--- config.mk ---
export PLATFORM = sky130hd
export DESIGN_NAME = instr_queue_sx
export DESIGN_NICKNAME = d
export VERILOG_FILES = /design/src/rtl/iq_pkg.sv /design/src/rtl/iq_decode_lane.sv /design/src/rtl/instr_queue_sx.sv
export SDC_FILE = /design/constraint.sdc
export NUM_CORES = 2
export LEC_CHECK = 0
export BUFFER_PORTS_ARGS = -buffer_cell sky130_fd_sc_hd__buf_2
export CAP_MARGIN = 20
export CELL_PAD_IN_SITES_DETAIL_PLACEMENT = 0
export CELL_PAD_IN_SITES_GLOBAL_PLACEMENT = 1
export CORE_MARGIN = 4
export CORE_UTILIZATION = 57
export CTS_CLUSTER_SIZE = 12
export DETAILED_ROUTE_END_ITERATION = 7
export GPL_ROUTABILITY_DRIVEN = 0
export HOLD_SLACK_MARGIN = 0.12
export PLACE_DENSITY = 0.92
export SYNTH_ARGS = -nofsm -noshare
export SYNTH_HDL_FRONTEND = slang
export SYNTH_SLANG_ARGS = --single-unit
--- constraint.sdc ---
create_clock -name clk -period 15.45 [get_ports clk]
set_input_delay 2.3175 -clock clk [delete_from_list [all_inputs] [get_ports clk]]
set_output_delay 2.3175 -clock clk [all_outputs]
set_load 0.01 [all_outputs]
--- src/rtl/iq_pkg.sv ---
// Shared types and helpers for the instruction queue: entry record, per-lane decode
// record and RV32 immediate extraction.
package iq_pkg;

  localparam int unsigned ISSUE_W_MAX = 2;

  localparam logic [6:0] OpLoad   = 7'b0000011;
  localparam logic [6:0] OpImm    = 7'b0010011;
  localparam logic [6:0] OpAuipc  = 7'b0010111;
  localparam logic [6:0] OpStore  = 7'b0100011;
  localparam logic [6:0] OpLui    = 7'b0110111;
  localparam logic [6:0] OpBranch = 7'b1100011;
  localparam logic [6:0] OpJalr   = 7'b1100111;
  localparam logic [6:0] OpJal    = 7'b1101111;

  typedef struct packed {
    logic [63:0] order;
    logic [31:0] pc;
    logic [31:0] pc_next;
    logic [31:0] instr;
  } iq_entry_t;

  typedef struct packed {
    logic [6:0]  opcode;
    logic [4:0]  rd;
    logic [2:0]  funct3;
    logic [4:0]  rs1;
    logic [4:0]  rs2;
    logic [6:0]  funct7;
    logic [31:0] imm;
  } iq_dec_t;

  function automatic logic [31:0] decode_imm(input logic [31:0] w);
    logic [31:0] imm;
    case (w[6:0])
      OpLoad, OpImm, OpJalr: imm = {{20{w[31]}}, w[31:20]};
      OpStore:               imm = {{20{w[31]}}, w[31:25], w[11:7]};
      OpBranch:              imm = {{19{w[31]}}, w[31], w[7], w[30:25], w[11:8], 1'b0};
      OpLui, OpAuipc:        imm = {w[31:12], 12'b0};
      OpJal:                 imm = {{11{w[31]}}, w[31], w[19:12], w[20], w[30:21], 1'b0};
      default:               imm = '0;
    endcase
    return imm;
  endfunction

endpackage

--- src/rtl/iq_decode_lane.sv ---
// Field decode for one issue lane: register indices, function codes and immediate.
module iq_decode_lane
  import iq_pkg::*;
(
  input  logic [31:0] instr_i,
  output iq_dec_t     dec_o
);

  always_comb begin
    dec_o.opcode = instr_i[6:0];
    dec_o.rd     = instr_i[11:7];
    dec_o.funct3 = instr_i[14:12];
    dec_o.rs1    = instr_i[19:15];
    dec_o.rs2    = instr_i[24:20];
    dec_o.funct7 = instr_i[31:25];
    dec_o.imm    = decode_imm(instr_i);
  end

endmodule

--- src/rtl/instr_queue_sx.sv ---
// In-order instruction queue: entries allocated at fetch, filled in order by imem
// responses, issued up to ISSUE_W per cycle. Define IQ_BYPASS_EN to forward a head fill.
module instr_queue_sx
  import iq_pkg::*;
#(
  parameter int unsigned DEPTH_BITS   = 4,
  parameter int unsigned ISSUE_W      = 2,
  parameter int unsigned AFULL_MARGIN = 2
) (
  input  logic                    clk,
  input  logic                    rst,
  input  logic                    flush,
  input  logic                    alloc_valid,
  output logic                    alloc_ready,
  input  logic [63:0]             alloc_order,
  input  logic [31:0]             alloc_pc,
  input  logic [31:0]             alloc_pc_next,
  input  logic                    resp_valid,
  input  logic [31:0]             resp_rdata,
  output logic [ISSUE_W-1:0]      issue_valid,
  input  logic [ISSUE_W-1:0]      issue_pop,
  output logic [ISSUE_W*64-1:0]   issue_order,
  output logic [ISSUE_W*32-1:0]   issue_instr,
  output logic [ISSUE_W*32-1:0]   issue_pc,
  output logic [ISSUE_W*32-1:0]   issue_pc_next,
  output iq_dec_t [ISSUE_W-1:0]   issue_dec,
  output logic [DEPTH_BITS:0]     count,
  output logic [DEPTH_BITS:0]     pending,
  output logic                    almost_full
);

  localparam int unsigned DEPTH = 1 << DEPTH_BITS;
  localparam int unsigned CW    = DEPTH_BITS + 1;

  typedef logic [DEPTH_BITS-1:0] ptr_t;
  typedef logic [CW-1:0]         cnt_t;
  typedef logic [CW:0]           wide_t;

  iq_entry_t        mem_q [DEPTH];
  logic [DEPTH-1:0] filled_q, filled_d;
  ptr_t             alloc_ptr_q, alloc_ptr_d, fill_ptr_q, fill_ptr_d, head_ptr_q, head_ptr_d;
  cnt_t             count_q, count_d, pending_q, pending_d, discard_q, discard_d;

  logic             alloc_fire, resp_fill, resp_drop, bypass;
  cnt_t             pop_k;
  wide_t            disc_sum;
  ptr_t             idx;
  logic             prev_ok;
  logic [ISSUE_W-1:0] pop_inc;

  assign alloc_ready = count_q < cnt_t'(DEPTH);
  assign almost_full = (cnt_t'(DEPTH) - count_q) <= cnt_t'(AFULL_MARGIN);
  assign count       = count_q;
  assign pending     = pending_q;

  assign alloc_fire = alloc_valid && alloc_ready && !flush;
  assign resp_drop  = resp_valid && !flush && (discard_q != '0);
  assign resp_fill  = resp_valid && !flush && (discard_q == '0) && (pending_q != '0);

`ifdef IQ_BYPASS_EN
  assign bypass = resp_fill && (count_q != '0) && (fill_ptr_q == head_ptr_q);
`else
  assign bypass = 1'b0;
`endif

  always_comb begin
    pop_k = '0;
    for (int unsigned i = 0; i < ISSUE_W; i++) begin
      pop_k = pop_k + cnt_t'(issue_pop[i]);
    end
  end

  // Lane i is valid only if every older lane is valid, keeping issue strictly in order.
  always_comb begin
    issue_valid   = '0;
    issue_order   = '0;
    issue_instr   = '0;
    issue_pc      = '0;
    issue_pc_next = '0;
    idx           = head_ptr_q;
    prev_ok       = 1'b1;
    for (int unsigned i = 0; i < ISSUE_W; i++) begin
      idx = head_ptr_q + ptr_t'(i);
      issue_valid[i] = prev_ok && (((count_q > cnt_t'(i)) && filled_q[idx]) ||
                                   ((i == 0) && bypass));
      prev_ok = issue_valid[i];
      issue_order[i*64 +: 64]   = mem_q[idx].order;
      issue_pc[i*32 +: 32]      = mem_q[idx].pc;
      issue_pc_next[i*32 +: 32] = mem_q[idx].pc_next;
      issue_instr[i*32 +: 32]   = ((i == 0) && bypass) ? resp_rdata : mem_q[idx].instr;
    end
  end

  always_comb begin
    alloc_ptr_d = alloc_ptr_q;
    fill_ptr_d  = fill_ptr_q;
    head_ptr_d  = head_ptr_q;
    count_d     = count_q;
    pending_d   = pending_q;
    discard_d   = discard_q;
    filled_d    = filled_q;
    disc_sum    = '0;
    if (flush) begin
      alloc_ptr_d = '0;
      fill_ptr_d  = '0;
      head_ptr_d  = '0;
      count_d     = '0;
      pending_d   = '0;
      filled_d    = '0;
      // Every unfilled entry still has a response in flight; a response this cycle is one of them.
      disc_sum = {1'b0, discard_q} + {1'b0, pending_q};
      if (resp_valid && (disc_sum != '0)) disc_sum = disc_sum - wide_t'(1);
      discard_d = disc_sum[CW] ? '1 : disc_sum[CW-1:0];
    end else begin
      if (alloc_fire) begin
        filled_d[alloc_ptr_q] = 1'b0;
        alloc_ptr_d = alloc_ptr_q + ptr_t'(1);
      end
      if (resp_fill) begin
        filled_d[fill_ptr_q] = 1'b1;
        fill_ptr_d = fill_ptr_q + ptr_t'(1);
      end
      head_ptr_d = head_ptr_q + ptr_t'(pop_k);
      count_d    = count_q + cnt_t'(alloc_fire) - pop_k;
      pending_d  = pending_q + cnt_t'(alloc_fire) - cnt_t'(resp_fill);
      discard_d  = discard_q - cnt_t'(resp_drop);
    end
  end

  always_ff @(posedge clk or posedge rst) begin
    if (rst) begin
      alloc_ptr_q <= '0;
      fill_ptr_q  <= '0;
      head_ptr_q  <= '0;
      count_q     <= '0;
      pending_q   <= '0;
      discard_q   <= '0;
      filled_q    <= '0;
    end else begin
      alloc_ptr_q <= alloc_ptr_d;
      fill_ptr_q  <= fill_ptr_d;
      head_ptr_q  <= head_ptr_d;
      count_q     <= count_d;
      pending_q   <= pending_d;
      discard_q   <= discard_d;
      filled_q    <= filled_d;
    end
  end

  // Entry payload carries no reset; the filled bits alone qualify it.
  always_ff @(posedge clk) begin
    if (alloc_fire) begin
      mem_q[alloc_ptr_q].order   <= alloc_order;
      mem_q[alloc_ptr_q].pc      <= alloc_pc;
      mem_q[alloc_ptr_q].pc_next <= alloc_pc_next;
    end
    if (resp_fill) begin
      mem_q[fill_ptr_q].instr <= resp_rdata;
    end
  end

  for (genvar g = 0; g < ISSUE_W; g++) begin : g_lane
    iq_decode_lane u_dec (
      .instr_i (issue_instr[g*32 +: 32]),
      .dec_o   (issue_dec[g])
    );
  end

  assign pop_inc = issue_pop + ISSUE_W'(1);

  a_lanes: assert property (@(posedge clk) (ISSUE_W >= 1) && (ISSUE_W <= ISSUE_W_MAX))
    else $warning("iq: ISSUE_W out of range");
  a_alloc: assert property (@(posedge clk) disable iff (rst) alloc_valid |-> alloc_ready)
    else $warning("iq: alloc while full ignored");
  a_resp: assert property (@(posedge clk) disable iff (rst)
                           (resp_valid && !flush) |-> ((discard_q != '0) || (pending_q != '0)))
    else $warning("iq: unexpected imem response ignored");
  a_pop: assert property (@(posedge clk) disable iff (rst)
                          !flush |-> (((issue_pop & ~issue_valid) == '0) &&
                                      ((pop_inc & issue_pop) == '0)))
    else $warning("iq: illegal pop pattern");

endmodule
Yosys cells after proc, flatten, opt, wreduce, memory -nomap -nowiden
Memories as Yosys holds them, arrays and structs flattened.
Index checks and enable logic that the tools add are counted.

word-level totals
  memories kept = 1
  bits in writable memories = 2560
  register bits after elaboration = 43
  input port bits = 167
  logic and storage cells = 102

operators by class
  add/subtract/negate cells = 13
  order comparisons = 10
  bitwise operators = 3
  mux-type cells = 29
  reduce and logical (&&, ||, !) cells = 23
  equal/unequal tests = 16

memories
  name   depth  width  rd ports  clocked after Yosys merged registers in  wr ports  RTL line              text
  mem_q  16     160    2         0                                        2         instr_queue_sx.sv:39  iq_entry_t mem_q [DEPTH];

operator list
  operator                                                                              count
  32-bit case mux with 5 select lines                                                   2
  16-bit two-way mux                                                                    4
  7-bit == test (second input constant)                                                 6
  7-bit by 5-bit == test with 1-bit output (second input constant)                      4
  7-bit by 6-bit == test with 1-bit output (second input constant)                      4
  4-bit by 5-bit < comparator with 1-bit output (second input constant)                 4
  4-bit two-way mux                                                                     5
  5-bit two-way mux                                                                     4
  16-bit AND                                                                            1
  16-bit inverter                                                                       1
  16-bit OR                                                                             1
  7-bit by 2-bit == test with 1-bit output (second input constant)                      2
  4-bit by 1-bit adder with 4-bit output (second input constant)                        3
  1-bit logical AND                                                                     12
  6-bit two-way mux                                                                     2
  5-bit by 1-bit adder with 5-bit output                                                2
  5-bit by 1-bit > comparator with 1-bit output (second input constant)                 2
  5-bit nonzero test                                                                    2
  5-bit by 1-bit subtractor with 5-bit output                                           2
  1-bit binary-select mux with 4-bit select                                             2
  1-bit demux with 4-bit select                                                         2
  4-bit by 1-bit greater-or-equal comparator with 1-bit output (second input constant)  2
  1-bit two-way mux                                                                     8
  5-bit by 5-bit adder with 6-bit output                                                1
  13 further kinds                                                                      16

Depth between registers and ports, before layout
  depth after elaboration = 11
  depth in mapped cells = 17
  mapped depth without buffers = 17

Cells and area by module
From an unflattened synthesis, not the netlist that was laid out.

unflattened totals
  cell total of the unflattened synthesis = 6312
  area, all modules = 121526.6 µm²

by module, submodules not included
  module          area an instance (µm²)  cells each  instances
  instr_queue_sx  119952.5                6090        1
  iq_decode_lane  787.0                   111         2

Worst setup path after synthesis
OpenSTA, ideal clock, no wires.

  path type = input-to-reg
  start point = in flush
  end point = mem mem_q[10][100] in the netlist's numbering (enable)
  arrival time = 8.300 ns
  setup slack = 6.532 ns
  data required time = 14.833 ns
  stages on the path = 5
  path through = clkbuf_1 > inv_1 > and3_1 > nand2_1 > nor2_1

RTL lines
  what         RTL line              text
  from (decl)  instr_queue_sx.sv:12  input logic flush,
  to (decl)    instr_queue_sx.sv:39

Worst setup path after layout
  start point = reg head_ptr_q[2]
  end point = out issue_order[61]

on the way
  cells in the longest elaborated chain, start to end = 1

RTL lines
  what                    RTL line               text
  from (decl)             instr_queue_sx.sv:41   ptr_t alloc_ptr_q, alloc_ptr_d, fill_ptr_q, fill_ptr_d, head_ptr_q, head_ptr_d;
  from (signal assigned)  instr_queue_sx.sv:142  head_ptr_q <= head_ptr_d;
  memory 16 x 160 bit     -
  to (decl)               instr_queue_sx.sv:22   output logic [ISSUE_W*64-1:0] issue_order,

Every way passes these cells.

==> results.md <==
* Register area share after synthesis at about 64%
* Share of post-route cells with drive strength above 1 at 32.8%
* Final net count at ~7000
* Clock Latency Late Sink at 0.94 ns
* DRC at 0
* Drt pass-1 iters at 6
* Clock root buffer: clkbuf_16
* Status: completed
* Fmax at 107 MHz
* Sequential share of power at 43.1%
* Post-CTS Setup Repair Bufs at 0
* Leak Pwr at 43.4 nW
* Wire length after detailed routing at 336000 um
* Setup crit end kind: primary output
* Logic pwr share at 23.4%
* Vias in the first global route at 72500
* Antenna violations before repair at 70
* DRT iter0 DRCs at 9813
* Cell area after layout at 135000 sq um
* Post-layout min period at 9.31 ns
* Cells after DPL at 9301
* Worst VDD drop at 0.124 mV
* Remaining antenna violation count at 0
* Final Hold Viols at 0
* Chip height at 470 um
* Maximum number of pins on one net before global-route repair at 175
* Placed cell area at 126000 sq um
* Num CTS Buffers at 288
* Vias at 70600
* Initial Utilization at a little under three fifths
* Setup TNS at 0 ns
* First-pass GRT wire length at ~490000 um
* Mapped Area at about 120000 sq um
* Syn Inst Count at 6256
* Crit path kind: flop to primary output
* CTS Buffer Depth at 4
* Slew Limit Fails at 0
* Syn Area/Cell at 19.4 sq um
* Yosys warnings at 0
* I/O Buffers at 628
* Detail Placement HPWL at about 180000 um
* Worst EP arrival at 6.99 ns
* Rows at approximately 170
* Slew @ Worst Pin at 1.27 ns
* Synth area leaders: edfxtp_1 (63%), mux4_2 (20%), mux2i_1 (5.3%), a221oi_1 (2.2%), a22oi_1 (0.96%)
* Primary FF master, synth: edfxtp_1
* Area grow syn2layout at 11.1%
* CTS HTree Levels at 5
* Avg Vias per Cell at 7.21
* Worst Path Required at 13.13 ns
* Congestion Overflow GR at 0
* Maxcap violations at 0
* IO Pins at 629
* TritonCTS clock tree: done
* Clock share of power at ~34%
* EDFF count, synth at 2560
* Post-synth top area cell: edfxtp_1
* Worst hold path class: flop to flop
* FFs w/ async S/R, synth at 1.65%
* Clock skew at 0.0446 ns
* Internal power at 13.4 mW
* CP Launch Type: flop
* Die Span X at between 400 and 500 um
* Synth cell types at 71
* P_sw at just over 5 mW
* Sink Count at between 2000 and 3000
* CP max FO at 69
* Sw Ratio at 27.4%
* RSZ-0062 raised after global routing: false
* Hold-fix buffers at CTS at 0
* Post-DR wirelength/cell at 34.3 um
* Core Area at between 200000 and 250000 sq um
* GRT Total Usage at 30.2%
* Yosys reg bits at 2603
* # setup viols final at 0
* Syn Nets at 6468
* Die ar. at 220000 sq um
* CTS resizes at 0
* Post-synth top area share at between 60% and 70%
* Fin crit share at 60.3%
* Finished Layout Cells at roughly 10000
* Pwr Density at around 140 nW/um^2
* Slew margin rel. at 15.5%
* CTS clk-pin slew, worst paths at 0.06 ns
## cell type report
| type | instances | area [sq um] |
|---|---|---|
| Clock buffer | 367 | 7660 |
| Tap cell | 2821 | 3530 |
| Clock inverter | 69 | 527 |
| Multi-Input combinational cell | 3035 | 40300 |
| Fill cell | 13800 | 77200 |
| Sequential cell | 2603 | 78000 |
| Inverter | 90 | 345 |
| Antenna cell | 48 | 120 |
| Timing Repair Buffer | 759 | 4460 |
## final timing paths
path	startpoint	endpoint	slack [ns]	cells after the start
setup / recovery	head_ptr_q[2]$_DFF_PP0_	issue_order[61]	6.14	9
hold / removal	filled_q[4]$_DFF_PP0_	filled_q[4]$_DFF_PP0_	0.56	2
setup reg to reg	count[2]$_DFF_PP0_	mem_q[1][93]$_DFFE_PP_	10.28	10
hold reg to reg	filled_q[4]$_DFF_PP0_	filled_q[4]$_DFF_PP0_	0.56	2
max in group asynchronous	rst	head_ptr_q[3]$_DFF_PP0_	13.42	3
min in group asynchronous	rst	count[4]$_DFF_PP0_	1.58	3
## metal layers
metal	routed length (um)	GRT usage, %	vias up
met2	164000	48.6	5006
met3	41700	8.33	976
met1	114000	38.8	36700
met5	188	0	-
li1	-	-	27900
met4	16000	13.8	30
## cell families after synthesis
family,synth area share [%]
AOI/OAI and AO/OA,4.58
xor gates and xnor gates,0.195
adders and majority gates,0.488
buffers and inverters,2.80
DFF,64.2
muxes,26.2
and+or+nand+nor,1.54
## through the flow
| step | utilization (%) | hold WS [ns] | worst slack (ns) | total power, mW |
|---|---|---|---|---|
| 5_1_grt | 63.6 | 0.593 | 5.75 | 19.1 |
| 3_5_place_dp | 59.6 | 0.555 | 6.42 | 12.4 |
| 6_report | 63.6 | 0.565 | 6.14 | 18.5 |
| 3_3_place_gp | 59.6 | 0.541 | 6.57 | 12.3 |
| 4_1_cts | 63.5 | 0.563 | 5.41 | 18.5 |
| 2_1_floorplan | - | 0.526 | 6.53 | 11.1 |
## power groups by stage
stage | Clock, mW | Sequential, mW | Combinational [mW]
final | 6.18 | 7.97 | 4.33
after global placement | 0 | 8.10 | 4.22
after CTS | 6.25 | 7.97 | 4.32
after detailed placement | 0 | 8.11 | 4.29
after global routing | 6.58 | 7.97 | 4.58
after floorplan | 0 | 8.09 | 3.04
## synthesized netlist by cell type (4+ instances only)
library cell / n
edfxtp_1: 2560
mux4_2: 1102
mux2i_1: 647
a221oi_1: 301
nand2_1: 271
clkbuf_1: 193
o21ai_0: 178
a22oi_1: 155
buf_2: 146
buf_4: 108
inv_1: 88
nor2_1: 58
buf_6: 55
a21oi_1: 45
dfrtp_1: 43
ha_1: 41
nand3_1: 36
buf_1: 21
o21ai_1: 20
mux4_1: 17
xnor2_1: 16
nor2b_1: 15
o221ai_1: 12
and2_1: 11
o21ai_2: 11
xor2_1: 11
nand4_1: 7
o22ai_1: 7
a21o_1: 6
nor3_1: 5
and3_1: 4
buf_12: 4
fa_1: 4
## critical path: stages, from the launching register on
cell,delay (ns)
dfrtp_4,1.01
nor2b_4,0.28
buf_4,0.65
buf_4,0.96
buf_4,0.79
buf_4,0.99
a221oi_1,0.33
o21ai_0,0.27
nand2_1,0.18
buf_2,0.19
## state kept, by name, summed over array words and instances (netlist names)
signal       flops
alloc_ptr_q      4
count            5
discard_q        5
fill_ptr_q       4
filled_q        16
head_ptr_q       4
mem_q         2560
pending          5
## cells in the final DEF (no fill, tap or decap), types with 6 or more instances in the layout
master        n
edfxtp_1   2560
mux4_2     1102
mux2i_1     647
buf_2       628
a221oi_1    301
clkbuf_16   295
nand2_1     271
o21ai_0     178
a22oi_1     155
buf_4       107
inv_1        72
clkbuf_1     71
diode_2      48
a21oi_1      45
nor2_1       42
ha_1         40
dfrtp_1      39
nand3_1      36
clkinv_1     35
o21ai_1      20
clkinv_2     19
mux4_1       17
buf_12       17
inv_2        16
nor2_4       16
nor2b_1      14
xnor2_1      13
o221ai_1     12
and2_1       11
o21ai_2      11
xor2_1       10
bufinv_16     8
nand4_1       7
o22ai_1       7
a21o_1        6
buf_16        6
(Power assumes the default switching activity.)
